`src/rtl/bp_sched_pkg.sv`:
```
// ============================================================
// bp_sched_pkg : shared types and constants for the predictor
//                access scheduler. Rev 1.0
// ============================================================
`default_nettype none

package bp_sched_pkg;

  typedef enum logic [1:0] {
    GNT_IDLE   = 2'd0,
    GNT_FETCH  = 2'd1,
    GNT_UPDATE = 2'd2
  } grant_e;

  localparam int unsigned DEF_FIFO_DEPTH   = 4;
  localparam int unsigned DEF_MAX_INFLIGHT = 8;
  localparam int unsigned DEF_STARVE_LIMIT = 3;

  // Bits needed to hold any value in 0..max_val inclusive.
  function automatic int unsigned cnt_width(input int unsigned max_val);
    return $clog2(max_val + 1);
  endfunction

endpackage

`default_nettype wire

```
`src/rtl/bp_result_fifo.sv`:
```
// ============================================================
// bp_result_fifo : 1-bit resolution FIFO, power-of-2 depth,
//                  no write-to-read bypass. Rev 1.0
// ============================================================
`default_nettype none

module bp_result_fifo #(
  parameter int unsigned FIFO_DEPTH = 4
) (
  input  logic                          clk,
  input  logic                          rst_n,
  input  logic                          push,
  input  logic                          push_data,
  input  logic                          pop,
  output logic                          head,
  output logic                          full,
  output logic                          empty,
  output logic [$clog2(FIFO_DEPTH):0]   count
);

  localparam int unsigned PW = $clog2(FIFO_DEPTH);

  logic [FIFO_DEPTH-1:0] mem_q, mem_d;
  logic [PW-1:0]         wr_ptr_q, wr_ptr_d;
  logic [PW-1:0]         rd_ptr_q, rd_ptr_d;
  logic [PW:0]           count_q, count_d;
  logic                  do_push, do_pop;

  always_comb begin
    full     = (count_q == (PW+1)'(FIFO_DEPTH));
    empty    = (count_q == '0);
    head     = mem_q[rd_ptr_q];
    count    = count_q;
    do_push  = push && !full;
    do_pop   = pop && !empty;
    mem_d    = mem_q;
    wr_ptr_d = wr_ptr_q;
    rd_ptr_d = rd_ptr_q;
    count_d  = count_q;
    if (do_push) begin
      mem_d[wr_ptr_q] = push_data;
      wr_ptr_d        = wr_ptr_q + PW'(1);
    end
    if (do_pop) begin
      rd_ptr_d = rd_ptr_q + PW'(1);
    end
    // Simultaneous push and pop cancel out in the occupancy count.
    case ({do_push, do_pop})
      2'b10:   count_d = count_q + (PW+1)'(1);
      2'b01:   count_d = count_q - (PW+1)'(1);
      default: count_d = count_q;
    endcase
  end

  always_ff @(posedge clk or negedge rst_n) begin
    if (!rst_n) begin
      mem_q    <= '0;
      wr_ptr_q <= '0;
      rd_ptr_q <= '0;
      count_q  <= '0;
    end else begin
      mem_q    <= mem_d;
      wr_ptr_q <= wr_ptr_d;
      rd_ptr_q <= rd_ptr_d;
      count_q  <= count_d;
    end
  end

endmodule

`default_nettype wire

```
`src/rtl/bp_access_scheduler.sv`:
```
// ============================================================
// bp_access_scheduler : arbitrates fetch lookups and commit
//                       updates onto a single-port predictor. Rev 1.0
// ============================================================
`default_nettype none

module bp_access_scheduler
  import bp_sched_pkg::*;
#(
  parameter int unsigned FIFO_DEPTH   = DEF_FIFO_DEPTH,
  parameter int unsigned MAX_INFLIGHT = DEF_MAX_INFLIGHT,
  parameter int unsigned STARVE_LIMIT = DEF_STARVE_LIMIT,
  localparam int unsigned IW          = cnt_width(MAX_INFLIGHT)
) (
  input  logic          clk,
  input  logic          rst_n,
  input  logic          fetch_req,
  output logic          fetch_ready,
  output logic          fetch_pred_valid,
  output logic          fetch_pred,
  input  logic          resolve_valid,
  input  logic          resolve_taken,
  output logic          resolve_ready,
  input  logic          flush,
  output logic          bp_request,
  output logic          bp_result,
  output logic          bp_taken,
  input  logic          bp_prediction,
  output logic [IW-1:0] inflight,
  output logic          underflow_err
);

  localparam int unsigned SW = cnt_width(STARVE_LIMIT);
  localparam int unsigned CW = $clog2(FIFO_DEPTH) + 1;

  logic [IW-1:0] inflight_q, inflight_d;
  logic [SW-1:0] starve_q, starve_d;
  logic          underflow_q, underflow_d;
  logic          bp_request_q, bp_request_d;
  logic          bp_result_q, bp_result_d;
  logic          bp_taken_q, bp_taken_d;
  logic          pred_valid_q, pred_valid_d;
  logic          pred_q, pred_d;

  logic          fifo_head, fifo_full, fifo_empty;
  logic [CW-1:0] fifo_count;
  logic          upd_force, fetch_acc, resolve_acc, pop;
  grant_e        grant;

  bp_result_fifo #(.FIFO_DEPTH(FIFO_DEPTH)) u_fifo (
    .clk       (clk),
    .rst_n     (rst_n),
    .push      (resolve_acc),
    .push_data (resolve_taken),
    .pop       (pop),
    .head      (fifo_head),
    .full      (fifo_full),
    .empty     (fifo_empty),
    .count     (fifo_count)
  );

  always_comb begin
    upd_force     = (fifo_count != '0) && (fifo_full || (starve_q >= SW'(STARVE_LIMIT)));
    fetch_ready   = (inflight_q < IW'(MAX_INFLIGHT)) && !flush && !upd_force;
    resolve_ready = !fifo_full;
    fetch_acc     = fetch_req && fetch_ready;
    resolve_acc   = resolve_valid && resolve_ready;

    if (fetch_acc)              grant = GNT_FETCH;
    else if (fifo_count != '0)  grant = GNT_UPDATE;
    else                        grant = GNT_IDLE;
    pop = (grant == GNT_UPDATE);

    bp_request_d = (grant == GNT_FETCH);
    bp_result_d  = (grant == GNT_UPDATE);
    bp_taken_d   = pop ? fifo_head : bp_taken_q;
    pred_valid_d = bp_request_q;
    pred_d       = bp_request_q ? bp_prediction : pred_q;

    // Starvation is counted only while a queued update loses to a fetch.
    starve_d = starve_q;
    if (pop || fifo_empty) begin
      starve_d = '0;
    end else if (grant == GNT_FETCH && starve_q < SW'(STARVE_LIMIT)) begin
      starve_d = starve_q + SW'(1);
    end

    underflow_d = underflow_q || (resolve_acc && inflight_q == '0);
    inflight_d  = inflight_q;
    if (flush) begin
      inflight_d = '0;
    end else if (fetch_acc && !resolve_acc) begin
      inflight_d = inflight_q + IW'(1);
    end else if (resolve_acc && !fetch_acc && inflight_q != '0) begin
      inflight_d = inflight_q - IW'(1);
    end

    bp_request       = bp_request_q;
    bp_result        = bp_result_q;
    bp_taken         = bp_taken_q;
    fetch_pred_valid = pred_valid_q;
    fetch_pred       = pred_q;
    inflight         = inflight_q;
    underflow_err    = underflow_q;
  end

  always_ff @(posedge clk or negedge rst_n) begin
    if (!rst_n) begin
      inflight_q   <= '0;
      starve_q     <= '0;
      underflow_q  <= 1'b0;
      bp_request_q <= 1'b0;
      bp_result_q  <= 1'b0;
      bp_taken_q   <= 1'b0;
      pred_valid_q <= 1'b0;
      pred_q       <= 1'b0;
    end else begin
      inflight_q   <= inflight_d;
      starve_q     <= starve_d;
      underflow_q  <= underflow_d;
      bp_request_q <= bp_request_d;
      bp_result_q  <= bp_result_d;
      bp_taken_q   <= bp_taken_d;
      pred_valid_q <= pred_valid_d;
      pred_q       <= pred_d;
    end
  end

endmodule

`default_nettype wire

```
`config.mk`:
```
export PLATFORM = sky130hd
export DESIGN_NAME = bp_access_scheduler
export DESIGN_NICKNAME = d
export VERILOG_FILES = /design/src/rtl/bp_sched_pkg.sv /design/src/rtl/bp_result_fifo.sv /design/src/rtl/bp_access_scheduler.sv
export SDC_FILE = /design/constraint.sdc
export NUM_CORES = 1
export LEC_CHECK = 0
export BUFFER_PORTS_ARGS = -buffer_cell sky130_fd_sc_hd__buf_2
export CORE_ASPECT_RATIO = 0.7
export CORE_MARGIN = 3
export CORE_UTILIZATION = 58
export CTS_BUF_LIST = sky130_fd_sc_hd__clkbuf_4 sky130_fd_sc_hd__clkbuf_8
export DETAILED_ROUTE_END_ITERATION = 10
export PLACE_DENSITY = 0.81
export SLEW_MARGIN = 20
export SYNTH_ARGS = -nofsm -noshare
export SYNTH_HDL_FRONTEND = slang
export SYNTH_HIERARCHICAL = 1
export SYNTH_SLANG_ARGS = --single-unit
```
`constraint.sdc`:
```
create_clock -name clk -period 2.8 [get_ports clk]
set_input_delay 0.28 -clock clk [delete_from_list [all_inputs] [get_ports clk]]
set_output_delay 0.28 -clock clk [all_outputs]
set_load 0.02 [all_outputs]
```
== Word level (Yosys, flattened, before mapping) ==
Cells that the tools add are included.

* Bits in registers: 23
* Bits of input ports: 7
* Output and inout bits: 12
* Logic and storage cells: 72

* Add/sub/neg operators: 7
* Magnitude comparators: 6
* Equal/unequal tests: 5
* Mux-type cells: 13
* Reductions and logical operators: 29

{| class="wikitable"
|+ Operators with widths
! operator !! count
|-
| $logic_and 1x1->1 || 13
|-
| $mux 4 || 3
|-
| $mux 2 || 4
|-
| $add 2x1->2 const B || 3
|-
| $logic_not 1->1 || 6
|-
| $lt 2x3->1 const B || 2
|-
| $pmux 3 s2 || 1
|-
| $reduce_bool 3->1 || 2
|-
| $add 4x1->4 const B || 1
|-
| $bwmux 4 || 1
|-
| $eq 2x1->1 const B || 2
|-
| $eq 2x2->1 const B || 2
|-
| $logic_not 4->1 || 1
|-
| $lt 4x4->1 const B || 1
|-
| $reduce_bool 2->1 || 2
|-
| $reduce_bool 4->1 || 1
|-
| $sub 4x1->4 const B || 1
|-
| $add 3x1->3 const B || 1
|-
| $eq 3x3->1 const B || 1
|-
| $logic_not 3->1 || 1
|-
| $logic_or 1x1->1 || 3
|-
| $sub 3x1->3 const B || 1
|-
| $bmux 1 s2 || 1
|-
| $demux 1 s2 || 1
|-
| 4 further kinds || 5
|}

== Depth between registers and ports, before layout ==
Gate-level depths: netlist of the first run.

* Word-level depth: 12
* Mapped depth: 12
* Mapped depth without buffers: 11

== Cells and area by module ==
Netlist of the first run, hierarchy kept.

{| class="wikitable"
|+ Modules (own cells, without submodules)
! module !! instances !! cells an instance !! area each (um^2) !! seq. area each (um^2)
|-
| bp_access_scheduler || 1 || 62 || 639.4 || 300.3
|-
| bp_result_fifo || 1 || 54 || 605.6 || 275.3
|}

== Least setup slack after synthesis of the first run ==
Ideal clock, no wire load.

* Path type: register to register
* From: reg u_fifo.count_q[0] (netlist: u_fifo/count[0])
* To: reg u_fifo.count_q[2] (netlist: u_fifo/count[2])
* Library setup time: 0.079 ns
* Data arrival time: 2.325 ns
* Required time: 2.721 ns
* Setup slack: 0.396 ns
* Cell stages (with the launch flop): 12
* Path buffers: 0
* Clock period less this slack: 2.404 ns
* Cells stage by stage: dfrtp_1 > nor3b_4 > o32a_1 > nor2_2 > nor2_1 > o31a_2 > ha_1 > inv_1 > fa_1 > xor2_1 > nor2_1 > xor2_1

* Longest elaborated chain between the ends: 11
* Elaborated cells on any way between the ends: 22
* Those cells by class: add/sub: 2; eq/ne: 4; mux: 3; reduce/logical: 13

{| class="wikitable"
|+ RTL lines
! item !! line !! source
|-
| start, declared || bp_result_fifo.sv:26 || <nowiki>logic [PW:0] count_q, count_d;</nowiki>
|-
| start signal, assigned || bp_result_fifo.sv:65 || <nowiki>count_q <= count_d;</nowiki>
|-
| $eq 3x3->1 * || bp_result_fifo.sv:30 || <nowiki>full = (count_q == (PW+1)'(FIFO_DEPTH));</nowiki>
|-
| net fifo_full || bp_access_scheduler.sv:45 || <nowiki>logic fifo_head, fifo_full, fifo_empty;</nowiki>
|-
| $logic_or 1x1->1 * || bp_access_scheduler.sv:63 || <nowiki>upd_force = (fifo_count != '0) && (fifo_full || (starve_q >= SW'(STARVE_LIMIT)));</nowiki>
|-
| $logic_and 1x1->1 * || bp_access_scheduler.sv:63 ||
|-
| $logic_not 1->1 * || bp_access_scheduler.sv:64 || <nowiki>fetch_ready = (inflight_q < IW'(MAX_INFLIGHT)) && !flush && !upd_force;</nowiki>
|-
| $logic_and 1x1->1 * || bp_access_scheduler.sv:64 ||
|-
| $logic_and 1x1->1 * || bp_access_scheduler.sv:66 || <nowiki>fetch_acc = fetch_req && fetch_ready;</nowiki>
|-
| $mux 2 * || bp_access_scheduler.sv:69 || <nowiki>if (fetch_acc) grant = GNT_FETCH;</nowiki>
|-
| $eq 2x2->1 * || -- ||
|-
| net bp_result_d || bp_access_scheduler.sv:40 || <nowiki>logic bp_result_q, bp_result_d;</nowiki>
|-
| $logic_and 1x1->1 * || bp_result_fifo.sv:35 || <nowiki>do_pop = pop && !empty;</nowiki>
|-
| net u_fifo.do_pop || bp_result_fifo.sv:27 || <nowiki>logic do_push, do_pop;</nowiki>
|-
| $eq 2x1->1 / $eq 2x2->1 (equally long branches) || bp_result_fifo.sv:48 || <nowiki>case ({do_push, do_pop})</nowiki>
|-
| $pmux 3 s2 / $reduce_bool 2->1 (equally long branches) || -- ||
|}

The timed path passes the listed nets; every way through them passes the cells marked *.
A chain may end at the register's enable or synchronous reset.

== Final worst setup path of the first run ==
Same ends and word-level chain as after synthesis.

==> results of run 1 <==
==> layout make-up <==
cell class	instances	area (um2)	share of cell area, %
Clock buffer	3	22.52	1.582
Timing Repair Buffer	23	130.1	9.139
Tap cell	22	27.53	1.933
Inverter	10	37.54	2.636
Multi-Input combinational cell	82	623.1	43.76
Sequential cell	23	578.1	40.60
Clock inverter	1	5.005	0.3515
==> logic make-up (layout without fill, tap and decap cells) <==
kind of cell,Yosys count,after routing
AOI/OAI and AO/OA,21,21
xor gates and xnor gates,8,8
adders and majority gates,10,10
buffers and inverters,11,37
DFF,23,23
muxes,6,6
and+or+nand+nor,37,37
==> power breakdown <==
| group | switching, mW | internal [mW] | total, mW |
|---|---|---|---|
| Combinational | 0.480 | 0.430 | 0.909 |
| Clock | 0.0961 | 0.0533 | 0.149 |
| Sequential | 0.156 | 0.481 | 0.637 |
| Total | 0.731 | 0.964 | 1.70 |
==> worst max path at each step <==
stage	endpoint	depth (start not counted)
detailed placement	u_fifo/count[2]	11
global route	inflight[3]	9
CTS	u_fifo/count[2]	11
finish	u_fifo/count[2]	11
global placement	u_fifo/count[2]	11
floorplan	u_fifo/count[2]	11
==> state kept, by name (all words and copies together), names as in the netlist, 2 cells and up <==
signal           flops
inflight             4
starve_q             2
u_fifo/count         3
u_fifo/mem_q         4
u_fifo/rd_ptr_q      2
u_fifo/wr_ptr_q      2
==> synth_stat cells (2+ instances only) <==
master / instances / area [um2]
o21a_1: 2 / 15.01
o21ai_0: 10 / 50.05
nor3_1: 7 / 35.03
nand2_1: 14 / 52.55
ha_1: 8 / 100.1
inv_1: 9 / 33.78
xnor2_1: 5 / 43.79
fa_1: 2 / 40.04
mux2_2: 3 / 33.78
nand3_1: 5 / 25.02
nor2_1: 2 / 7.510
xor2_1: 3 / 26.28
dfrtp_1: 23 / 575.6
or4_1: 2 / 15.01
a21oi_1: 4 / 20.02
==> worst max-delay path: stages, from the launching register on <==
cell     delay [ns]
dfrtp_2        0.49
nor3b_4        0.29
o32a_1         0.26
nor2_2         0.09
nor2_2         0.14
o31a_2         0.19
ha_1           0.20
inv_1          0.07
fa_1           0.38
xor2_1         0.15
nor2_1         0.11
xor2_1         0.15
==> cells in the final DEF (no fill, tap or decap), types with 2 or more instances in the layout <==
| cell | netlist | final |
|---|---|---|
| dfrtp_2 | 0 | 2 |
| ha_1 | 8 | 8 |
| clkbuf_4 | 0 | 3 |
| buf_2 | 0 | 18 |
| o21ai_0 | 10 | 10 |
| nand2_1 | 14 | 14 |
| mux2_2 | 3 | 3 |
| xor2_1 | 3 | 3 |
| or4_1 | 2 | 2 |
| buf_4 | 0 | 4 |
| inv_1 | 9 | 9 |
| nor2_2 | 1 | 2 |
| o21a_1 | 2 | 2 |
| xnor2_1 | 5 | 5 |
| a21oi_1 | 4 | 4 |
| dfrtp_1 | 23 | 21 |
| fa_1 | 2 | 2 |
| nor3_1 | 7 | 7 |
| nand3_1 | 5 | 5 |
==> metal layers <==
metal,global-route usage [%],part of all wire (%),vias to the layer above
met1,29.18,52,443
li1,-,-,458
met2,28.90,43,20
met4,3.814,0.51,0
met5,0,0,-
met3,5.143,4.5,2
==> through the flow <==
step | cell area (um2) | utilization, %
final | 1424 | 73.56
after global routing | 1424 | 73.56
after CTS | 1404 | 72.53
after detailed placement | 1366 | 70.59
after global placement | 1366 | 70.59
after floorplan | 1245 | -
==> timing repair <==
item,in CTS,in global routing
hold buffers,1,0
resized for setup,0,3
endpoints found under the setup margin,0,1
setup buffers,0,2
endpoints found under the hold margin,23,0
==> qor.txt, run 1 <==
status = completed
Skew-Pair Late Insertion Delay = 0.31 ns
Max-Cap Viols = 0
fin cells = 164
Period minus WS final = 2.610 ns
RSZ-0062 raised after global routing = false
first-pass detailed-route iteration total = 4
post-synthesis simple-gate area fraction = 16.08%
Root Driver = clkbuf_4
Final Max Tran Viols = 0
crit path kind = flip-flop to flip-flop
flops & latches, synth = 23
fraction of registers with async set/reset = 100.0%
number of synthesized flops with an enable pin = 0
Placed Instances = 157
CP max FO = 7
vias after detailed routing = 923
Top-Level Pins = 19
Synth Warn # = 6
cell row count = 13
Setup TNS = 0 ns
Total GRT Usage = 19.49%
Critical Path Source = u_fifo/count[0]
dpl ws = 0.1536 ns
average size of a mapped cell = 10.73 um2
R2R cell count = 11
number of port buffers = 18
Hold EP = fetch_pred
crit path DAT = 2.85 ns
vias in the first global route = 854
start point of the worst hold path = bp_prediction
Final WS setup = 0.1905 ns
total power divided by cell area = 1191 nW/um2
Seq/Total Area, Yosys = 46.23%
DPL Wire Length = 1748 um
Worst Max-Slew Pin Slew = 0.5037 ns
drt drc = 0
Hold Vio Cnt, Final = 0
wire per inst = 14.24 um
Clock Skew = 0.003281 ns
antenna viol nets, final = 0
share of cells above drive strength 1 = 27.46%
CTS tree = done
largest net degree at the start of global routing = 24
ys flop type = dfrtp_1
post-synthesis adder-cell area fraction = 11.26%
Mapped Cells = 116
die height = 44.76 um
Max IR drop VDD = 0.6859 mV
WP data required = 3.04 ns
Leak Pwr = 0.6829 nW
syn_nets = 133
initial DRC count = 25
setup violators final = 0
total power draw = 1.696 mW
clk sinks = 23
die area = 2747 um2
antenna violations before repair = 0
Synth Area in Compound Gates = 10.35%
layout overhead on the synthesized area = 14.37%
synthesized area = 1245 um2
critical path endpoint category = flip-flop
grt ovf = 0
Total Wirelength = 2336 um
Nets = 160
largest family of logic cells by synthesized area = simple AND/OR/NAND/NOR gates
Antenna Diode Count = 0
CTS H-tree depth = 1
worst hold path stage count = 2
first-pass GRT wire length = 3919 um
fill count = 144
reg2reg setup slack = 0.19 ns
core area = 1936 um2
Post-Synth XOR/XNOR Area = 5.628%
Reg clk slew, reported paths = 0.12 ns
crit share post-route = 93.20%
via-per-instance ratio = 5.628
DIE WIDTH = 61.38 um
worst flop-to-flop path startpoint = u_fifo/count[0]
cts bufs inserted = 3
starting density of the core = 64.32%
hold_ws = 0.1992 ns
Final GP Congestion = 0.8039
worst rel slew slack = 66.42%
mux contribution to synthesized area = 6.533%
Hold WC Path Type = primary input to flip-flop
CTS Buffer Depth = 2
crit path launch type = flip-flop
Max Clk Rate = 0.3832 GHz
synth unique cells = 32
reg2reg end = u_fifo/count[2]
Power figures use the tool's default switching activity.
==> run 2, diff against run 1 <==
ABC_AREA = 1   (was unset)
CORE_UTILIZATION = 59   (was 58)
PLACE_DENSITY = 0.82   (was 0.81)
==> run 2 against run 1 <==
  * Largest cell class unchanged
  * Sequential share of layout area down 2.9 points
  * Design area up 7.1%
  * Critical path depth up 7
  * Combinational power up 17%
  * Core utilization up 2.1 points
  * Wire length up 27%
  * Sequential power down 4.1%
  * Clock skew up 0.0036 ns
  * Register-to-register slack better by 0.03 ns
  * Flip-flop and latch count unchanged
==> qor.txt, run 2 <==
Nets = 203 (+27%)
Hold Vio Cnt, Final = 0 (unchanged)
critical path endpoint category = flip-flop
total power divided by cell area = 1196 nW/um2 (+0.44%)
reg2reg end = u_fifo/count[2]
Root Driver = clkbuf_4
core area = 2017 um2 (+4.2%)
Leak Pwr = 0.8461 nW (+24%)
syn_nets = 180 (+35%)
Hold WC Path Type = primary input to flip-flop
Final GP Congestion = 0.8274 (+2.9%)
first-pass GRT wire length = 4754 um (+21%)
Mapped Cells = 163 (+41%)
setup violators final = 0 (unchanged)
commonest cells after routing, fill and taps aside = nand2_1, inv_1, dfrtp_1, buf_2, nand3_1
die area = 2924 um2 (+6.4%)
crit path launch type = flip-flop
synthesized area = 1359 um2 (+9.1%)
Total Wirelength = 2964 um (+27%)
share of cells above drive strength 1 = 21.08% (-6.4 points)
antenna violations before repair = 0 (unchanged)
cell row count = 13 (unchanged)
WP data required = 3.03 ns (about the same)
Final WS setup = 0.2251 ns (+0.03464 ns)
ys flop type = dfrtp_1
Critical Path Source = u_fifo/count[1]
via-per-instance ratio = 5.302 (-5.8%)
worst flop-to-flop path startpoint = u_fifo/count[1]
dpl ws = 0.2416 ns (+0.08795 ns)
average size of a mapped cell = 8.336 um2 (-22%)
start point of the worst hold path = bp_prediction
Synth area leader = dfrtp_1
synth unique cells = 23 (-28%)
vias after detailed routing = 1140 (+24%)
flops & latches, synth = 23 (unchanged)
Max Clk Rate = 0.3884 GHz (+1.3%)
starting density of the core = 67.37% (+3.1 points)
Top-Level Pins = 19 (unchanged)
most common cell after layout, fill and taps aside = nand2_1
Clock Skew = 0.006865 ns (+0.003585 ns)
CTS Buffer Depth = 2 (unchanged)
layout overhead on the synthesized area = 12.25%
DPL Wire Length = 2332 um (+33%)
cts bufs inserted = 3 (unchanged)
number of synthesized flops with an enable pin = 0 (unchanged)
wire per inst = 13.79 um (-3.2%)
Synth area leaders = dfrtp_1, nand2_1, ha_1
Skew-Pair Late Insertion Delay = 0.32 ns (about the same)
fin cells = 215 (+31%)
hold_ws = 0.2012 ns (+0.002017 ns)
antenna viol nets, final = 0 (unchanged)
die height = 46.15 um (+3.1%)
Post-CTS Setup Inserts = 0 (unchanged)
initial DRC count = 77 (+210%)
Max IR drop VDD = 0.6698 mV (-2.4%)
first-pass detailed-route iteration total = 4 (unchanged)
Final Max Tran Viols = 0 (unchanged)
Worst Max-Slew Pin Slew = 0.5034 ns (-0.0002587 ns)
Hold EP = fetch_pred
crit path DAT = 2.81 ns (-0.04 ns)
CTS tree = done
grt ovf = 0 (unchanged)
largest net degree at the start of global routing = 24 (unchanged)
drt drc = 0 (unchanged)
status = completed
CP max FO = 12 (+5)
fraction of registers with async set/reset = 100.0% (unchanged)
Total GRT Usage = 21.90% (+2.4 points)
Antenna Diode Count = 0 (unchanged)
reg2reg setup slack = 0.23 ns (+0.03 ns)
number of port buffers = 18 (unchanged)
post-synth top area share = 42.36% (-3.9 points)
crit share post-route = 91.96% (-1.2 points)
Period minus WS final = 2.575 ns (-0.03464 ns)
Max-Cap Viols = 0 (unchanged)
clk sinks = 23 (unchanged)
Setup TNS = 0 ns (unchanged)
R2R cell count = 18 (+7)
crit path kind = flip-flop to flip-flop
RSZ-0062 raised after global routing = false
most frequent cell after synthesis = nand2_1
worst rel slew slack = 66.44% (about the same)
worst hold path stage count = 2 (unchanged)
vias in the first global route = 1048 (+23%)
Synth top cells by count = nand2_1, inv_1, dfrtp_1
CTS H-tree depth = 1 (unchanged)
Synth Warn # = 6 (unchanged)
Reg clk slew, reported paths = 0.13 ns (about the same)
DIE WIDTH = 63.36 um (+3.2%)
Seq/Total Area, Yosys = 42.36% (-3.9 points)
Placed Instances = 210 (+34%)
==> run 2: cell count changes after synthesis, moves of 3 or more <==
cell     previous run  this run
inv_1               9        26
nand4_1             0         9
nand3_1             5        10
nor3_1              7         0
xnor2_1             5         2
nand2_1            14        50
nand3_2             0         4
nand2_2             0         3
o21ai_0            10         4
nor2_1              2         7
==> run 2: cell type report <==
class | instances | area (um2)
inverter | 26 | 97.59
multi-input combinational | 112 | 679.4
tap | 30 | 37.54
timing repair buffer | 20 | 107.6
clock inverter | 1 | 5.005
clock buffer | 3 | 22.52
fill | 167 | 491.7
sequential | 23 | 575.6
==> run 2: how the worst max path moves through the flow <==
stage | endpoint | slack [ns] | cells after the start
after floorplan | u_fifo/count[2] | 0.37 | 19
after global placement | u_fifo/count[2] | 0.36 | 18
after detailed placement | u_fifo/count[2] | 0.24 | 18
after CTS | u_fifo/count[2] | 0.20 | 18
after global routing | u_fifo/count[2] | 0.02 | 18
final | u_fifo/count[2] | 0.23 | 18
==> run 2: power by group <==
part	leakage, nW	internal, mW	switching, mW
registers	0.285	0.472	0.139
clock network	0.0177	0.0535	0.102
logic	0.543	0.385	0.673
==> run 2: per-layer routing <==
layer / GRT usage [%] / part of all wire [%] / vias up
li1: - / - / 561
met1: 28.00 / 42 / 529
met2: 37.76 / 50 / 46
met3: 4.390 / 6.3 / 4
met4: 8.155 / 0.98 / 0
met5: 0 / 0 / -
==> run 2: critical path, stage by stage, from the launching register on <==
cell,delay [ns]
dfrtp_1,0.45
nor2_4,0.16
nand2_4,0.11
inv_1,0.07
inv_1,0.05
nand2_1,0.07
nand2_2,0.10
nand3_2,0.13
nand2_1,0.10
inv_1,0.13
nand2_1,0.10
inv_1,0.08
ha_1,0.16
inv_1,0.07
fa_1,0.41
nand2_1,0.12
nand3_1,0.08
nand2_1,0.06
nand2_1,0.04
==> run 2: cells by family (layout without fill, tap and decap cells) <==
group	Yosys count	in the layout	share of synthesized area (%)
simple gates	88	88	31.68
mux	1	1	0.8287
buf+inv	28	50	8.379
compound gates	10	10	4.512
fa+ha+maj	10	10	10.31
xor+xnor	3	3	1.934
flops	23	23	42.36
==> run 2: what timing repair did <==
item,in CTS,in global routing
resized for setup,0,2
endpoints found under the hold margin,23,0
hold buffers,1,0
endpoints found under the setup margin,0,1
==> run 2: metrics by stage <==
| stage | instance area, um2 | power [mW] | utilization (%) |
|---|---|---|---|
| 2_1_floorplan | 1359 | 1.360 | - |
| 3_3_place_gp | 1478 | 1.549 | 73.26 |
| 3_5_place_dp | 1478 | 1.631 | 73.26 |
| 4_1_cts | 1515 | 1.800 | 75.12 |
| 5_1_grt | 1525 | 1.983 | 75.62 |
| 6_report | 1525 | 1.824 | 75.62 |
==> run 3, diff against run 2 <==
ABC_AREA = unset   (was 1)
CORE_ASPECT_RATIO = unset   (was 0.7)
CORE_UTILIZATION = 58   (was 59)
PLACE_DENSITY = 0.81   (was 0.82)
SKIP_LAST_GASP = 1   (was unset)
==> run 3 against run 2 <==
  * Global-route usage is 1.8 points lower
  * Via count fell by 18%
  * Final cell count fell by 22%
  * Count of clock-buffer cells in the layout unchanged
  * Sequential share of layout area rose by 2.9 points
  * Setup slack worse by 0.0066 ns
  * Maximum frequency decreased by 0.26%
  * Critical path depth shrank 9
  * Largest cell class unchanged
  * Largest power group unchanged
==> qor.txt, run 3 (synthesized netlist as in run 1, its figures left out) <==
Total Wirelength = 2363 um (-20%)
RSZ-0062 raised after global routing = false
Skew-Pair Late Insertion Delay = 0.32 ns (about the same)
critical path endpoint category = flip-flop
hold_ws = 0.1816 ns (-0.01958 ns)
DIE WIDTH = 52.33 um (-17%)
CP dominant cell by count = ha_1
die area = 2738 um2 (-6.3%)
Hold EP = fetch_pred
Final WS setup = 0.2185 ns (-0.006621 ns)
Period minus WS final = 2.581 ns (+0.006621 ns)
reg2reg setup slack = 0.22 ns (about the same)
core area = 2002 um2 (-0.74%)
total power divided by cell area = 1190 nW/um2 (-0.51%)
WP data required = 3.05 ns (+0.02 ns)
antenna violations before repair = 0 (unchanged)
Root Driver = clkbuf_4
Leak Pwr = 0.6710 nW (-21%)
starting density of the core = 62.19% (-5.2 points)
wire per inst = 14.15 um (+2.6%)
Clock Skew = 0.006394 ns (-0.0004714 ns)
worst hold path stage count = 2 (unchanged)
finished layout cell area = 1415 um2 (-7.2%)
Setup TNS = 0 ns (unchanged)
DPL Wire Length = 1744 um (-25%)
dpl ws = 0.1093 ns (-0.1323 ns)
initial DRC count = 5 (-94%)
layout overhead on the synthesized area = 13.67%
CTS H-tree depth = 1 (unchanged)
delay of the slowest cell on the worst path = 0.44 ns (about the same)
R2R cell count = 9 (-9)
Worst Max-Slew Pin Slew = 0.5097 ns (+0.006341 ns)
reg2reg end = inflight[3]
first-pass detailed-route iteration total = 4 (unchanged)
most common cell after layout, fill and taps aside = dfrtp_1
clk sinks = 23 (unchanged)
first-pass GRT wire length = 4105 um (-14%)
Hold Vio Cnt, Final = 0 (unchanged)
Reg clk slew, reported paths = 0.14 ns (about the same)
CP max-delay cell = dfrtp_1
Max-Cap Viols = 0 (unchanged)
Max Clk Rate = 0.3874 GHz (-0.26%)
crit path DAT = 2.83 ns (+0.02 ns)
via-per-instance ratio = 5.569 (+5.0%)
cts bufs inserted = 3 (unchanged)
CP max FO = 5 (-7)
crit share post-route = 92.20% (+0.24 points)
Final GP Congestion = 0.7321 (-12%)
Total GRT Usage = 20.06% (-1.8 points)
share of cells above drive strength 1 = 25.00% (+3.9 points)
placed instance area = 1365 um2 (-7.6%)
CTS Buffer Depth = 2 (unchanged)
vias after detailed routing = 930 (-18%)
Top-Level Pins = 19 (unchanged)
CP Cell Sequence = ha_1 > o32a_1 > nor2_2 > nand2_1 > ha_1 > a21oi_1 > nand3_1 > or4_1 > a31oi_1
grt ovf = 0 (unchanged)
cell row count = 16 (+3)
Final Max Tran Viols = 0 (unchanged)
drt drc = 0 (unchanged)
Nets = 158 (-22%)
CTS tree = done
Max IR drop VDD = 0.7732 mV (+15%)
worst rel slew slack = 66.02% (-0.42 points)
number of port buffers = 18 (unchanged)
commonest cells after routing, fill and taps aside = dfrtp_1, buf_2, nand2_1, o21ai_0, inv_1
worst flop-to-flop path startpoint = starve_q[0]
WP buf/inv = 0 (-5)
setup violators final = 0 (unchanged)
status = completed
start point of the worst hold path = bp_prediction
Hold WC Path Type = primary input to flip-flop
CP delay by family, top = simple AND/OR/NAND/NOR gates
crit path kind = flip-flop to flip-flop
die height = 52.33 um (+13%)
vias in the first global route = 949 (-9.4%)
antenna viol nets, final = 0 (unchanged)
crit path launch type = flip-flop
largest net degree at the start of global routing = 24 (unchanged)
Antenna Diode Count = 0 (unchanged)
==> run 3: repair_timing <==
action,CTS,global route
hold buffers,1,0
buffers inserted,0,1
endpoints found under the setup margin,0,1
gates resized for setup,0,1
endpoints found under the hold margin,23,0
==> run 3: worst max-delay path by stage <==
| stage | slack (ns) | depth (start not counted) | from | to |
|---|---|---|---|---|
| 2_1_floorplan | 0.40 | 11 | u_fifo/count[0] | u_fifo/count[2] |
| 3_3_place_gp | 0.24 | 11 | u_fifo/count[0] | u_fifo/count[2] |
| 3_5_place_dp | 0.11 | 11 | u_fifo/count[0] | u_fifo/count[2] |
| 4_1_cts | 0.07 | 11 | u_fifo/count[0] | u_fifo/count[2] |
| 5_1_grt | 0.05 | 9 | starve_q[0] | inflight[3] |
| 6_report | 0.22 | 9 | starve_q[0] | inflight[3] |
==> run 3: per-layer routing <==
| metal | vias up | share of wire [%] | global-route usage [%] |
|---|---|---|---|
| li1 | 453 | - | - |
| met1 | 444 | 47 | 26.02 |
| met2 | 26 | 46 | 33.26 |
| met3 | 7 | 4.2 | 2.849 |
| met4 | 0 | 2.7 | 8.511 |
| met5 | - | 0 | 0 |
==> run 3: layout make-up <==
cell class,instances,area (um2)
clock buffers,3,22.52
clock inverters,1,7.507
fillers,157,586.8
inverters,10,37.54
multi-input cells,82,623.1
flip-flops and latches,23,575.6
well taps,27,33.78
repair buffers,21,115.1
==> run 3: power by group <==
group	switching, mW	internal (mW)
logic	0.473	0.418
registers	0.152	0.478
clock network	0.108	0.0547
total	0.733	0.951
==> run 3: stage by stage <==
| step | cells | power [mW] | utilization [%] |
|---|---|---|---|
| after floorplan | 116 | 1.290 | - |
| after detailed placement | 161 | 1.509 | 68.19 |
| after global placement | 161 | 1.468 | 68.19 |
| after global routing | 167 | 1.834 | 70.69 |
| final | 167 | 1.684 | 70.69 |
| after CTS | 166 | 1.676 | 70.19 |
